--- config.mk ---
export PLATFORM = sky130hd
export DESIGN_NAME = instruction_queue_flat
export DESIGN_NICKNAME = d
export VERILOG_FILES = /design/src/rtl/instruction_queue_if.sv /design/src/rtl/instruction_queue.sv /design/src/flat_wrapper.sv
export SDC_FILE = /design/constraint.sdc
export NUM_CORES = 1
export LEC_CHECK = 0
export ABC_AREA = 1
export CELL_PAD_IN_SITES_DETAIL_PLACEMENT = 1
export CELL_PAD_IN_SITES_GLOBAL_PLACEMENT = 1
export CORE_MARGIN = 4
export CORE_UTILIZATION = 40
export CTS_BUF_LIST = sky130_fd_sc_hd__clkbuf_4 sky130_fd_sc_hd__clkbuf_8
export DETAILED_ROUTE_END_ITERATION = 8
export PLACE_DENSITY = 0.73
export SETUP_SLACK_MARGIN = 0.15
export SYNTH_ARGS = -nofsm -noshare
export SYNTH_HDL_FRONTEND = slang
export SYNTH_SLANG_ARGS = --single-unit
--- constraint.sdc ---
create_clock -name clock -period 2.6 [get_ports clock]
set_input_delay 0.26 -clock clock [delete_from_list [all_inputs] [get_ports clock]]
set_output_delay 0.26 -clock clock [all_outputs]
set_load 0.02 [all_outputs]
--- src/rtl/instruction_queue_if.sv ---
// Handshake bundle between the fetch side, the instruction queue and the
// control unit. The master modport belongs to whoever drives the requests;
// the slave modport belongs to the queue itself.
// INSTRUCTION_QUEUE_ERR_EN adds the sticky overflow/underflow flags.
interface instruction_queue_if #(
    parameter int WIDTH        = 16,
    parameter int DEPTH        = 4,
    parameter int OPCODE_WIDTH = 4
);
    localparam int CNT_W = $clog2(DEPTH) + 1;

    logic                    flush;
    logic [WIDTH-1:0]        data;
    logic                    ld;
    logic                    ld_ready;
    logic                    advance;
    logic                    valid;
    logic [WIDTH-1:0]        instruction;
    logic [OPCODE_WIDTH-1:0] opcode;
    logic [CNT_W-1:0]        count;
`ifdef INSTRUCTION_QUEUE_ERR_EN
    logic                    overflow;
    logic                    underflow;
`endif

    modport master (
        output flush, data, ld, advance,
        input  ld_ready, valid, instruction, opcode, count
`ifdef INSTRUCTION_QUEUE_ERR_EN
        , input overflow, underflow
`endif
    );

    modport slave (
        input  flush, data, ld, advance,
        output ld_ready, valid, instruction, opcode, count
`ifdef INSTRUCTION_QUEUE_ERR_EN
        , output overflow, underflow
`endif
    );
endinterface

--- src/rtl/instruction_queue.sv ---
// DEPTH-entry circular-buffer FIFO of instruction words sitting between the
// instruction ROM and the control unit. Flush empties it at a clock edge,
// clear empties it immediately. All outputs derive from registered state.
// INSTRUCTION_QUEUE_ERR_EN adds sticky overflow/underflow flags.
module instruction_queue #(
    parameter int WIDTH        = 16,
    parameter int DEPTH        = 4,
    parameter int OPCODE_WIDTH = 4
) (
    input logic              clock,
    input logic              clear,
    instruction_queue_if.slave q
);
    localparam int PTR_W = $clog2(DEPTH);
    localparam int CNT_W = PTR_W + 1;

    logic [WIDTH-1:0] mem_q [DEPTH];
    logic [PTR_W-1:0] rd_ptr_q, rd_ptr_d;
    logic [PTR_W-1:0] wr_ptr_q, wr_ptr_d;
    logic [CNT_W-1:0] count_q, count_d;
    logic             full, empty, push, pop, mem_we;

    assign full  = (count_q == CNT_W'(DEPTH));
    assign empty = (count_q == '0);
    // ld_ready deliberately ignores advance: a push into a full queue is
    // dropped even when a pop frees a slot in the same cycle.
    assign push  = q.ld && !full;
    assign pop   = q.advance && !empty;
    assign mem_we = push && !q.flush;

    // Next-state for pointers and occupancy; flush overrides both requests.
    always_comb begin
        rd_ptr_d = rd_ptr_q;
        wr_ptr_d = wr_ptr_q;
        count_d  = count_q;
        if (q.flush) begin
            rd_ptr_d = '0;
            wr_ptr_d = '0;
            count_d  = '0;
        end else begin
            if (push) wr_ptr_d = wr_ptr_q + PTR_W'(1);
            if (pop)  rd_ptr_d = rd_ptr_q + PTR_W'(1);
            if (push && !pop)      count_d = count_q + CNT_W'(1);
            else if (pop && !push) count_d = count_q - CNT_W'(1);
        end
    end

    // Pointer and occupancy registers, emptied asynchronously by clear.
    always_ff @(posedge clock or posedge clear) begin
        if (clear) begin
            rd_ptr_q <= '0;
            wr_ptr_q <= '0;
            count_q  <= '0;
        end else begin
            rd_ptr_q <= rd_ptr_d;
            wr_ptr_q <= wr_ptr_d;
            count_q  <= count_d;
        end
    end

    // Storage is never reset; stale words are masked by valid on the output.
    always_ff @(posedge clock) begin
        if (mem_we) mem_q[wr_ptr_q] <= q.data;
    end

    assign q.valid       = !empty;
    assign q.ld_ready    = !full;
    assign q.count       = count_q;
    assign q.instruction = empty ? '0 : mem_q[rd_ptr_q];
    assign q.opcode      = q.instruction[WIDTH-1 -: OPCODE_WIDTH];

`ifdef INSTRUCTION_QUEUE_ERR_EN
    logic overflow_q, overflow_d;
    logic underflow_q, underflow_d;

    // Sticky error flags; only clear releases them, flush leaves them alone.
    always_comb begin
        overflow_d  = overflow_q  || (q.ld && full);
        underflow_d = underflow_q || (q.advance && empty);
    end

    // Error flag registers.
    always_ff @(posedge clock or posedge clear) begin
        if (clear) begin
            overflow_q  <= 1'b0;
            underflow_q <= 1'b0;
        end else begin
            overflow_q  <= overflow_d;
            underflow_q <= underflow_d;
        end
    end

    assign q.overflow  = overflow_q;
    assign q.underflow = underflow_q;
`endif
endmodule
--- src/flat_wrapper.sv ---
// flat-port wrapper written by rule: the top's interface ports become plain ports
module instruction_queue_flat 
#(
    parameter int WIDTH        = 16,
    parameter int DEPTH        = 4,
    parameter int OPCODE_WIDTH = 4
)
  (clock, clear, q_flush, q_data, q_ld, q_advance, q_ld_ready, q_valid, q_instruction, q_opcode, q_count);
  instruction_queue_if #(.WIDTH(WIDTH), .DEPTH(DEPTH), .OPCODE_WIDTH(OPCODE_WIDTH)) q_i ();
  input logic clock;
  input logic clear;
  input wire logic [$bits(q_i.flush)-1:0] q_flush;
  input wire logic [$bits(q_i.data)-1:0] q_data;
  input wire logic [$bits(q_i.ld)-1:0] q_ld;
  input wire logic [$bits(q_i.advance)-1:0] q_advance;
  output wire logic [$bits(q_i.ld_ready)-1:0] q_ld_ready;
  output wire logic [$bits(q_i.valid)-1:0] q_valid;
  output wire logic [$bits(q_i.instruction)-1:0] q_instruction;
  output wire logic [$bits(q_i.opcode)-1:0] q_opcode;
  output wire logic [$bits(q_i.count)-1:0] q_count;
  assign q_i.flush = q_flush;
  assign q_i.data = q_data;
  assign q_i.ld = q_ld;
  assign q_i.advance = q_advance;
  assign q_ld_ready = q_i.ld_ready;
  assign q_valid = q_i.valid;
  assign q_instruction = q_i.instruction;
  assign q_opcode = q_i.opcode;
  assign q_count = q_i.count;
  instruction_queue #(.WIDTH(WIDTH), .DEPTH(DEPTH), .OPCODE_WIDTH(OPCODE_WIDTH)) u_core (.clock(clock), .clear(clear), .q(q_i));
endmodule
Word-level counts from Yosys, hierarchy flattened
Memory sizes are Yosys's and may differ from the RTL's.
Cells that the tools add are included.
- memories: 1
- input bits: 21
- flip-flop bits (word level): 7
- memory bits (writable): 64
- logic and storage cells: 33
- multiplexer cells: 10
- equality and inequality tests: 1
- reductions and logical operators: 14
- $add $sub $neg: 4
- memory list (memory ; depth ; bits a word ; rd ports ; clocked after Yosys merged registers in ; write ports ; line ; source):
    u_core.mem_q ; 4 ; 16 ; 1 ; 0 ; 1 ; instruction_queue.sv:17 ; logic [WIDTH-1:0] mem_q [DEPTH];
- operators with widths (cell ; count):
    $mux W16 ; 1
    $mux W3 ; 3
    $mux W2 ; 4
    $logic_and A1 B1 Y1 ; 5
    $logic_not A1 Y1 ; 5
    $add A2 B1 Y2 const B ; 2
    $reduce_bool A2 Y1 ; 2
    $add A3 B1 Y3 const B ; 1
    $eq A3 B3 Y1 const B ; 1
    $logic_not A3 Y1 ; 1
    $reduce_bool A3 Y1 ; 1
    $sub A3 B1 Y3 const B ; 1
    $mux W1 ; 2

Depth between registers and ports, before layout
Gate-level depths: netlist of the first run.
- depth in word-level cells: 8
- gate-level depth with buffers: 11
- gate-level depth less buffers: 11

Worst setup path before layout of the first run
Ideal clock, no wire load.
- path kind: register -> register
- start point: register u_core.count_q[0], in the netlist u_core.q.count[0]
- end point: memory u_core.mem_q[0][0], enable pin
- clock period less this slack: 2.022 ns
- required time: 2.211 ns
- cell stages (with the launch flop): 5
- path slack: 0.578 ns
- buffers on the path: 0
- arrival: 1.634 ns
- cells stage by stage: dfrtp_1 > nor2_4 > nand2_2 > nand3_4 > nor2_1
- cells in the longest elaborated chain, start to end: 6
- RTL lines (element ; line ; source):
    start: declaration ; instruction_queue.sv:20 ; logic [CNT_W-1:0] count_q, count_d;
    start signal: assignment ; instruction_queue.sv:57 ; count_q <= count_d;
    $eq A3 B3 Y1 ; instruction_queue.sv:23 ; assign full = (count_q == CNT_W'(DEPTH));
    $logic_not A1 Y1 ; n/a ;
    via q_ld_ready ; flat_wrapper.sv:16 ; output wire logic [$bits(q_i.ld_ready)-1:0] q_ld_ready;
    $logic_and A1 B1 Y1 ; instruction_queue.sv:27 ; assign push = q.ld && !full;
    $logic_and A1 B1 Y1 ; instruction_queue.sv:29 ; assign mem_we = push && !q.flush;
    $mux W1 ; instruction_queue.sv:63 ; if (mem_we) mem_q[wr_ptr_q] <= q.data;
    $mux W1 (not written as such) ; instruction_queue.sv:63 ;
    end: declaration ; instruction_queue.sv:17 ;
The timed path passes the listed nets, and every way through them passes these cells.

Worst setup path after layout of the first run
- start point: register u_core.rd_ptr_q[1]
- end point: output q_instruction[10]
- cells in the longest elaborated chain, start to end: 2
- RTL lines (element ; line ; source):
    start: declaration ; instruction_queue.sv:18 ; logic [PTR_W-1:0] rd_ptr_q, rd_ptr_d;
    start signal: assignment ; instruction_queue.sv:55 ; rd_ptr_q <= rd_ptr_d;
    $mem_v2 Z4 W16 ; n/a ;
    $mux W16 ; instruction_queue.sv:69 ; assign q.instruction = empty ? '0 : mem_q[rd_ptr_q];
    end: declaration ; flat_wrapper.sv:18 ; output wire logic [$bits(q_i.instruction)-1:0] q_instruction;
Every way passes these cells.

==> results.cfg, run 1 <==
[status]
run_status = finished, final reports clean

[global_route]
grt.total_usage_pct = 17.27
grt_max_degree = 34
grt_overflow = 0
grt_antenna_before_repair = 0
grt_pass1_wl_mm = 11.48
grt_pass1_vias = 2288

[clock_tree]
cts_made_buffers = 9
cts_tree = done
post_cts_buffers = 0
cts-htree-levels = 3
clk_path_buf_depth = 2
path_clk_slew_ns = 0.08
cts.hold.buffers_added = 0
clk_latency_ns = 0.35
cts_root_buffer = clkbuf_8
clkSinkCount = 71

[placed_design]
io_buffer_count = 45
placed_area_sq_um = 3602
routabilityCongestion = 0.7596
placed_cells = 402
dp_hpwl_mm = 4.782
dpl_worst_slack_ns = 0.4079

[detailed_routing]
met3_length_um = 214
met2_length_mm = 3.748
drc_errors = 0
drtIter0Drc = 107
ant_nets = 0
top_layer = met4
wl_per_cell_um = 16.83
wl_met1_mm = 2.940
dr.pass1.iters = 4
drt_wl_total_mm = 7.034
avgViaCountPerCell = 4.952
vias = 2070

[synth]
synth_compound_area_share_pct = 8.658
yosys_warnings = 0
synth_fp_nets = 288
synthSimpleGateAreaFrac_pct = 14.36
ys_ff_latch = 71
synth_cells = 262
synth_xor_area_share_pct = 0.2872
ys_seq_area_share_pct = 68.77
synth_top_family_by_area = simple AND/OR/NAND/NOR gates
netlist_area_sq_um = 3049
synth_mux_area_share_pct = 0
post_synth.cell_area_avg_sq_um = 11.64
synth_fa_ha_area_share_pct = 2.298
synth.distinct_cells = 23

[pwr]
p_total_mw = 3.666
p_per_area_nw_per_um2 = 960.0
p_leak_nw = 1.524
ir_drop_v = 0.0004684

[timing]
hold_ws_ns = 0.1574
post-route-min-period_ns = 2.315
worstMarginPinSlew_ns = 0.3500
slew_violations = 0
setup_violations = 0
slew_headroom_pct = 76.63
layout_setup_ws_ns = 0.2845
fmax_mhz = 431.9
setup_tns_ns = 0
period_share_pct = 89.06
finClkSkew_ns = 0.01026
rsz0062_at_grt = no
hold_viol_final = 0

[finish]
fill_cells = 767
fin_cells = 418
final_cell_area_sq_um = 3819
drive_above_1_share_pct = 12.23
syn2layout_area_growth_pct = 25.24
post-route-util_pct = 52.09
fin_nets = 340
antenna_cells = 0

[floorplanning]
die_w_um = 95.31
initial_core_util_pct = 41.59
ios = 46
row_count = 31
fp.dieArea_sq_um = 9084
coreArea_sq_um = 7331
chipHeight_um = 95.31

[worst_setup_path]
critPathMaxFanout = 18
start_kind = flip-flop
arrival_ns = 2.06
path_class = flip-flop to output pin
critPathRequiredTime_ns = 2.34
r2r_slack_ns = 0.71
end_kind = output pin

[run]
drv_cap = 0

[worst_hold_path]
hp-class = input pin to asynchronous set/reset pin
## state kept, by name (all words and copies together), names as in the netlist
| name | count |
|---|---|
| u_core.mem_q | 64 |
| u_core.q.count | 3 |
| u_core.rd_ptr_q | 2 |
| u_core.wr_ptr_q | 2 |
## metal layers
metal,vias up,global-route usage (%)
met3,10,2.684
li1,990,-
met5,-,0
met4,0,9.014
met1,1029,20.57
met2,41,30.03
## worst paths after layout
check,startpoint,end,cells after the start
max,u_core.rd_ptr_q[1]$_DFFE_PP0P_,q_instruction[10],6
min reg2reg,u_core.wr_ptr_q[0]$_DFFE_PP0P_,u_core.wr_ptr_q[0]$_DFFE_PP0P_,1
min,clear,u_core.q.count[0]$_DFFE_PP0P_,2
max in group asynchronous,clear,u_core.rd_ptr_q[1]$_DFFE_PP0P_,2
max reg2reg,u_core.q.count[1]$_DFFE_PP0P_,u_core.q.count[2]$_DFFE_PP0P_,10
min in group clock,q_data[7],u_core.mem_q[2][7]$_DFFE_PP_,1
## synth_stat cells (all sizes together)
cell type | number | share of area (%)
o21ai | 34 | 5.6
fa | 1 | 0.66
nor2 | 73 | 9.2
buf | 13 | 3.1
a21oi | 18 | 3.1
dfrtp | 7 | 5.7
xnor2 | 1 | 0.29
inv | 18 | 2.2
edfxtp | 64 | 63
ha | 4 | 1.6
nand2 | 19 | 3.2
clkbuf | 2 | 0.33
nand3 | 8 | 1.9
## worst max-delay path, stage by stage (launching register included)
cell	delay, ns
dfrtp_1	0.33
buf_4	0.25
inv_4	0.15
nor2_1	0.13
o21ai_1	0.07
a21oi_1	0.15
clkdlybuf4s50_1	0.63
## layout make-up
| class | count | area [sq um] | share of cell area (%) |
|---|---|---|---|
| Sequential cell | 71 | 2097 | 54.91 |
| Timing Repair Buffer | 56 | 545.5 | 14.29 |
| Multi-Input combinational cell | 158 | 780.7 | 20.45 |
| Inverter | 18 | 72.57 | 1.900 |
| Tap cell | 99 | 123.9 | 3.244 |
| Clock buffer | 10 | 131.4 | 3.440 |
| Clock inverter | 6 | 67.56 | 1.769 |
## layout by cell type (no fill, tap or decap), types with 2 or more instances in the layout
master,n
inv_4,2
ha_1,4
o21ai_0,15
inv_6,2
dlymetal6s2s_1,8
nand3_1,6
clkdlybuf4s50_1,28
dfrtp_1,7
nor2_1,72
dlygate4sd2_1,9
inv_2,2
o21ai_1,19
nand2_4,3
nand2_2,2
a21oi_1,17
buf_4,10
nand2_1,14
clkbuf_8,9
inv_1,14
edfxtp_1,64
## logic make-up (layout without fill, tap and decap cells)
logic type                 Yosys count  count (layout)
AOI/OAI and AO/OA                   52              52
xor gates and xnor gates             1               1
DFF                                 71              71
buffers and inverters               33              90
adders and majority gates            5               5
and+or+nand+nor                    100             100
## repair_timing
action                                  4_1_cts  5_1_grt
gates resized for setup                      11       10
pin swaps                                     0        0
endpoints found under the setup margin       14       11
## power breakdown
group,switching (mW),total (mW),internal (mW)
registers,0.0590,1.39,1.33
logic,0.863,1.39,0.531
clock network,0.421,0.880,0.459
total,1.34,3.67,2.32
Note: power is estimated with default switching activity, not from simulation.
==> inputs of run 2 (changes only) <==
--- a/config.mk
+++ b/config.mk
@@ -11,9 +11,11 @@
 export CORE_MARGIN = 4
 export CORE_UTILIZATION = 40
 export CTS_BUF_LIST = sky130_fd_sc_hd__clkbuf_4 sky130_fd_sc_hd__clkbuf_8
+export CTS_CLUSTER_SIZE = 12
 export DETAILED_ROUTE_END_ITERATION = 8
 export PLACE_DENSITY = 0.73
 export SETUP_SLACK_MARGIN = 0.15
+export SLEW_MARGIN = 20
 export SYNTH_ARGS = -nofsm -noshare
 export SYNTH_HDL_FRONTEND = slang
 export SYNTH_SLANG_ARGS = --single-unit
==> results of run 2 <==
No change in the layout: final DEF, timing and power equal those of run 1.
==> inputs of run 3 (changes only) <==
--- a/config.mk
+++ b/config.mk
@@ -6,6 +6,7 @@
 export NUM_CORES = 1
 export LEC_CHECK = 0
 export ABC_AREA = 1
+export ABC_CLOCK_PERIOD_IN_PS = 2600
 export CELL_PAD_IN_SITES_DETAIL_PLACEMENT = 1
 export CELL_PAD_IN_SITES_GLOBAL_PLACEMENT = 1
 export CORE_MARGIN = 4
==> results of run 3 <==
No change in the layout: final DEF, timing and power equal those of run 1.
